## src/rtl/noc_local_packetizer.sv

```systemverilog
// Network-interface packetizer: turns a (dest, len) command plus a payload word stream into
// header/body/tail flits for a router local receive port. One packet in flight at a time.
module noc_local_packetizer #(
  parameter int unsigned DATA_WIDTH = 32,
  parameter int unsigned COORD_W    = 4,
  parameter int unsigned LEN_W      = 8,
  parameter int unsigned X_ID       = 0,
  parameter int unsigned Y_ID       = 0
) (
  input  logic                  noc_clk,
  input  logic                  noc_rst_n,
  input  logic                  cmd_valid,
  output logic                  cmd_ready,
  input  logic [COORD_W-1:0]    cmd_dest_x,
  input  logic [COORD_W-1:0]    cmd_dest_y,
  input  logic [LEN_W-1:0]      cmd_len,
  input  logic                  data_valid,
  output logic                  data_ready,
  input  logic [DATA_WIDTH-1:0] data,
  output logic                  sender_valid,
  input  logic                  sender_ready,
  output logic [DATA_WIDTH-1:0] sender_flit,
  output logic                  sender_is_header,
  output logic                  sender_is_tail,
  output logic [7:0]            sent_num
);

  typedef enum logic [1:0] {StIdle, StHead, StBody} state_e;

  state_e                state_q, state_d;
  logic                  init_q;
  logic [DATA_WIDTH-1:0] flit_q;
  logic                  valid_q, is_header_q, is_tail_q;
  logic [LEN_W-1:0]      remaining_q;
  logic [7:0]            sent_num_q;
  logic [DATA_WIDTH-1:0] header;
  logic                  cmd_fire, data_fire, flit_fire, tail_fire;

  assign cmd_fire  = cmd_valid && cmd_ready;
  assign data_fire = data_valid && data_ready;
  assign flit_fire = valid_q && sender_ready;
  assign tail_fire = flit_fire && is_tail_q;

  always_comb begin
    header = '0;
    header[LEN_W-1:0]                     = cmd_len;
    header[LEN_W +: COORD_W]              = cmd_dest_x;
    header[LEN_W + COORD_W +: COORD_W]    = cmd_dest_y;
    header[LEN_W + 2*COORD_W +: COORD_W]  = COORD_W'(X_ID);
    header[LEN_W + 3*COORD_W +: COORD_W]  = COORD_W'(Y_ID);
  end

  // State register
  always_ff @(posedge noc_clk or negedge noc_rst_n) begin
    if (!noc_rst_n) begin
      state_q <= StIdle;
    end else begin
      state_q <= state_d;
    end
  end

  // Next-state logic
  always_comb begin
    state_d = state_q;
    unique case (state_q)
      StIdle: if (cmd_fire) state_d = StHead;
      StHead: if (flit_fire) state_d = is_tail_q ? StIdle : StBody;
      StBody: if (tail_fire) state_d = StIdle;
      default: state_d = StIdle;
    endcase
  end

  // Outputs; payload is only taken while the flit register can absorb it and words remain
  always_comb begin
    cmd_ready  = init_q && (state_q == StIdle);
    data_ready = (state_q == StBody) && (remaining_q != '0) && (!valid_q || sender_ready);
  end

  always_ff @(posedge noc_clk or negedge noc_rst_n) begin
    if (!noc_rst_n) begin
      init_q      <= 1'b0;
      flit_q      <= '0;
      valid_q     <= 1'b0;
      is_header_q <= 1'b0;
      is_tail_q   <= 1'b0;
      remaining_q <= '0;
      sent_num_q  <= '0;
    end else begin
      init_q <= 1'b1;
      if (cmd_fire) begin
        flit_q      <= header;
        valid_q     <= 1'b1;
        is_header_q <= 1'b1;
        is_tail_q   <= (cmd_len == '0);
        remaining_q <= cmd_len;
      end else if (data_fire) begin
        flit_q      <= data;
        valid_q     <= 1'b1;
        is_header_q <= 1'b0;
        is_tail_q   <= (remaining_q == LEN_W'(1));
        remaining_q <= remaining_q - LEN_W'(1);
      end else if (flit_fire) begin
        valid_q     <= 1'b0;
        is_header_q <= 1'b0;
        is_tail_q   <= 1'b0;
      end
      if (tail_fire) begin
        sent_num_q <= sent_num_q + 8'd1;
      end
    end
  end

  assign sender_valid     = valid_q;
  assign sender_flit      = flit_q;
  assign sender_is_header = is_header_q;
  assign sender_is_tail   = is_tail_q;
  assign sent_num         = sent_num_q;

endmodule

```

## config.mk

```make
export PLATFORM = sky130hd
export DESIGN_NAME = noc_local_packetizer
export DESIGN_NICKNAME = d
export VERILOG_FILES = /design/src/rtl/noc_local_packetizer.sv
export SDC_FILE = /design/constraint.sdc
export NUM_CORES = 1
export LEC_CHECK = 0
export CAP_MARGIN = 10
export CORE_MARGIN = 8
export CORE_UTILIZATION = 35
export DETAILED_ROUTE_END_ITERATION = 7
export MAX_ROUTING_LAYER = met4
export PLACE_DENSITY = 0.66
export RECOVER_POWER = 50
export SYNTH_ARGS = -nofsm -noshare
export SYNTH_HDL_FRONTEND = slang
export SYNTH_SLANG_ARGS = --single-unit
```

## constraint.sdc

```tcl
create_clock -name noc_clk -period 2.7 [get_ports noc_clk]
set_input_delay 0.405 -clock noc_clk [delete_from_list [all_inputs] [get_ports noc_clk]]
set_output_delay 0.405 -clock noc_clk [all_outputs]
set_load 0.05 [all_outputs]
```

Word level (Yosys, flattened, before mapping)
Cells that the tools add are included.

Register bits: 54. Bits in latches: 0. Bits in writable memories: 0. Bits in read-only memories: 0. Input bits: 53. Word-level logic and storage cells: 47. Memories kept: 0.

Add/subtract/negate cells: 2. Multiply operators: 0. Div/mod/pow operators: 0. Order comparisons: 0. Equality and inequality tests: 6. Shifts and indexed selects: 0. Multiplexer cells: 16. Bitwise logic cells: 0. Reduce and logical (&&, ||, !) cells: 15.

Operator list (number): $mux W32 (2); $mux W8 (2); $add A8 B1 Y8 const B (1); $eq A8 B1 Y1 const B (1); $logic_not A8 Y1 (1); $mux W2 (4); $reduce_bool A8 Y1 (1); $sub A8 B1 Y8 const B (1); $logic_and A1 B1 Y1 (7); $mux W1 (7); $ne A2 B2 Y1 const B (3); $pmux W2 S3 (1); $reduce_and A3 Y1 (1); $reduce_bool A3 Y1 (1); $eq A2 B1 Y1 const B (1); $eq A2 B2 Y1 const B (1); $logic_not A2 Y1 (1); $reduce_bool A2 Y1 (1); $logic_not A1 Y1 (1); $logic_or A1 B1 Y1 (1).

Logic depth before layout (Yosys ltp)
Depth in word-level cells: 6. Gate-level depth with buffers: 8. Depth with buffers taken out: 6.

Least setup slack after synthesis
OpenSTA, ideal clock, no wires.

Path type: reg-to-reg. Start point: register state_q[0]. End point: register is_tail_q (netlist: sender_is_tail). Arrival: 2.369 ns. Required time: 2.568 ns. Path slack: 0.199 ns. Cell stages (with the launch flop): 6. Path buffers: 1. Clock period less this slack: 2.501 ns. Cells stage by stage: dfrtp_1 nor3b_1 nand2_1 clkbuf_1 nand4_1 o211ai_1.

RTL lines: start: declaration (RTL line 30) `state_e state_q, state_d;`; start signal: assignment (RTL line 56) `state_q <= StIdle;`; start signal: assignment (RTL line 58) `state_q <= state_d;`; $logic_not A2 Y1 (*) (RTL line 75) `cmd_ready = init_q && (state_q == StIdle);`; $logic_and A1 B1 Y1 (*) (RTL line 75); via cmd_ready (RTL line 13) `output logic cmd_ready,`; $logic_and A1 B1 Y1 (*) (RTL line 39) `assign cmd_fire = cmd_valid && cmd_ready;`; $reduce_bool A3 Y1 (no line) or $mux W1 (tied branches); end signal: assignment (RTL line 94) `is_tail_q <= (cmd_len == '0);`; end signal: assignment (RTL line 100) `is_tail_q <= (remaining_q == LEN_W'(1));`; end: declaration (RTL line 33) `logic valid_q, is_header_q, is_tail_q;`.

The timed path passes the listed nets; every way through them passes the cells marked *. A chain may end at the register's enable or synchronous reset.

Worst setup path in the final report
Start point: register remaining_q[0]. End point: output data_ready.

Longest elaborated chain between the ends: 3.

RTL lines: start: declaration (RTL line 34) `logic [LEN_W-1:0] remaining_q;`; start signal: assignment (RTL line 95) `remaining_q <= cmd_len;`; start signal: assignment (RTL line 101) `remaining_q <= remaining_q - LEN_W'(1);`; $reduce_bool A8 Y1 (RTL line 76) `data_ready = (state_q == StBody) && (remaining_q != '0) && (!valid_q || sender_ready);`; $logic_and A1 B1 Y1 (2 in series) (RTL line 76); end: declaration (RTL line 18) `output logic data_ready,`.

Every way passes these cells.

==> qor.yml <==
sta:
  finalCritPeriodShare_pct: 91.8
  setup_violations: 0
  rsz0062_at_grt: "no"
  fin_ws_ns: 0.223
  max-slew-margin-rel_pct: 13.6
  hold_viol_final: 0
  min_period_ns: 2.48
  clock_skew_ns: 0.00607
  drv_slew: 0
  fmax_mhz: 404
  setup_tns_ns: 0
  worst_pin_slew_ns: 1.30
placement:
  hpwl_um: 5650
  globalplace.congestion: 0.793
  portBuffers: 97
  placedCellCount: 465
  dp_slack_ns: 0.568
synth:
  synth_ff_type: "dfrtp_1"
  synth_cell_types: 41
  synth_async_sr_flop_share_pct: 100
  synth_largest_area_cell: "dfrtp_1"
  synth_top_area_share_pct: 52.1
  synthTopCellsByArea: "dfrtp_1 (52%), nand3_1 (8.7%), nand2_1 (8.5%), o211ai_1 (6.9%), ha_1 (1.9%)"
  synth_edf_count: 0
  synth_fp_nets: 335
  netlist_area_um2: 2590
  yosysMostFrequentCell: "nand2_1"
  syn_area_per_cell_um2: 9.33
  yosysWarnings: 0
  synth_seq_cells: 54
  ys_seq_area_share_pct: 52.1
  syn_inst: 278
  synth.top_cells.by_count: "nand2_1 (59), dfrtp_1 (54), nand3_1 (45)"
floorplanning:
  fp.dieW_um: 102
  start_util_pct: 35.9
  core_area_um2: 7210
  fp.dieArea_um2: 10400
  num_io_pins: 98
  die_y_um: 102
  fp-row-count: 31
routing:
  via_per_inst: 5.14
  first_pass_iters: 4
  wirelength_um: 7530
  avgRoutedWirePerCell_um: 15.9
  vias: 2430
  antenna_left: 0
  drc: 0
  drt-initial-drc-count: 121
clock_network:
  insertion_delay_ns: 0.30
  root_buffer: "clkbuf_8"
  cts.sinks: 54
  clk_pin_slew_ns: 0.09
  cts.htree.levels: 2
  clock_path_buffers: 2
  cts_setup_buffers: 0
  cts_tree: "yes"
  numCtsBuffers: 5
grt:
  grt_pass1_vias: 2493
  globalRouteOverflowTotal: 0
  grt_usage_pct: 15.0
  antenna_found_initial: 0
  grt_first_pass_wirelength_um: 12100
  grt_max_degree: 38
power_and_ir_drop:
  pwr_density_cell_nw_per_um2: 355
  swShare_pct: 21.2
  pwr-share-comb_pct: 7.3
  ir_drop_mv: 0.189
  seq_power_share_pct: 60.4
  p_sw_w: 0.000284
  p_leak_nw: 1.55
  p_clk_share_pct: 32.3
  internal-power_w: 0.00106
final_layout:
  n_antenna_cell: 0
  drive_gt1_share_pct: 5.08
  finalNonFillerCells: 473
  nNetsFinal: 431
  syn2layout_area_growth_pct: 45.5
status:
  status: "finished, final reports clean"
worst_setup_path:
  crit_path_start_kind: "flop"
  cp.required_ns: 2.30
  arrival_ns: 2.07
  critPathMaxFanout: 4
  end_kind: "output pin"
  worst-setup-path-type: "reg -> out"
min_path:
  holdCritPathClass: "reg -> reg"
run:
  cap_violations: 0
==> critical path, cell delays in order, from the launching register on <==
cell and delay [ns]:
dfrtp_1 0.43, inv_1 0.12, ha_1 0.19, or3b_2 0.47
or2_1 0.24, and3_1 0.18, buf_12 0.15
==> worst paths after layout <==
kind,start,endpoint,slack [ns],depth (start not counted)
max,remaining_q[0]$_DFFE_PN0P_,data_ready,0.22,6
max reg2reg,remaining_q[0]$_DFFE_PN0P_,remaining_q[1]$_DFFE_PN0P_,0.57,7
min,sent_num[7]$_DFFE_PN0P_,sent_num[7]$_DFFE_PN0P_,0.49,1
min in group asynchronous,noc_rst_n,sent_num[2]$_DFFE_PN0P_,0.57,2
max in group asynchronous,noc_rst_n,sender_flit[13]$_DFFE_PN0P_,0.58,3
min reg2reg,sent_num[7]$_DFFE_PN0P_,sent_num[7]$_DFFE_PN0P_,0.49,1
==> cells by family after synthesis <==
kind of cell | after synthesis | share of synthesized area (%)
AND/OR/NAND/NOR | 135 | 24.7
other | 1 | 0.145
buffers and inverters | 24 | 4.68
adder cells (fa/ha/maj) | 4 | 1.93
flip-flops | 54 | 52.1
XOR/XNOR | 7 | 2.36
AO/OA/AOI/OAI | 52 | 13.6
multiplexers | 1 | 0.434
==> layer usage <==
metal	GRT usage (%)	vias to the layer above	part of all wire, %
met5	-	-	0
met4	3.39	0	0.93
met3	3.68	9	6.9
met2	23.2	95	47
met1	19.2	1153	46
li1	-	1173	-
==> stage by stage <==
step | hold slack, ns | area [um2] | power (W) | util [%]
floorplan | 0.109 | 2590 | 0.000828 | -
global placement | 0.270 | 3700 | 0.000927 | 51.3
detailed placement | 0.270 | 3700 | 0.000926 | 51.3
CTS | 0.486 | 3790 | 0.00136 | 52.5
global route | 0.509 | 3770 | 0.00139 | 52.3
finish | 0.492 | 3770 | 0.00134 | 52.3
==> area by class of cell <==
type | count | area (um2)
flip-flops and latches | 54 | 1350
well taps | 99 | 124
clock buffers | 6 | 72.6
repair buffers | 109 | 1060
clock inverters | 1 | 7.51
inverters | 4 | 15.0
fillers | 672 | 3440
multi-input cells | 200 | 1140
==> flip-flops by register name, summed over array words and instances (netlist names) <==
signal	count
sender_flit	32
remaining_q	8
sent_num	8
state_q	2
init_q	1
sender_is_header	1
sender_is_tail	1
sender_valid	1
==> layout by cell type, fill, tap and decap left out, types with 6 or more instances in the layout <==
master           count
dfrtp_1             54
buf_4                6
o21ai_1             10
nand3_1             45
clkbuf_1             6
o21ai_0              8
clkdlybuf4s50_1     84
nand2_1             59
o211ai_1            24
dlygate4sd3_1       12
==> power by group through the flow <==
stage / clock, W / combinational (W) / sequential (W)
global placement: 0 / 0.000101 / 0.000825
detailed placement: 0 / 0.000100 / 0.000825
CTS: 0.000447 / 0.000102 / 0.000809
global route: 0.000475 / 0.000108 / 0.000809
floorplan: 0 / 0.00000241 / 0.000825
finish: 0.000432 / 0.0000984 / 0.000809
==> timing repair <==
action                                 4_1_cts  5_1_grt
endpoints found under the hold margin        8        0
hold buffers                                 1        0
gates resized for setup                      0        0
Power figures use the tool's default switching activity.
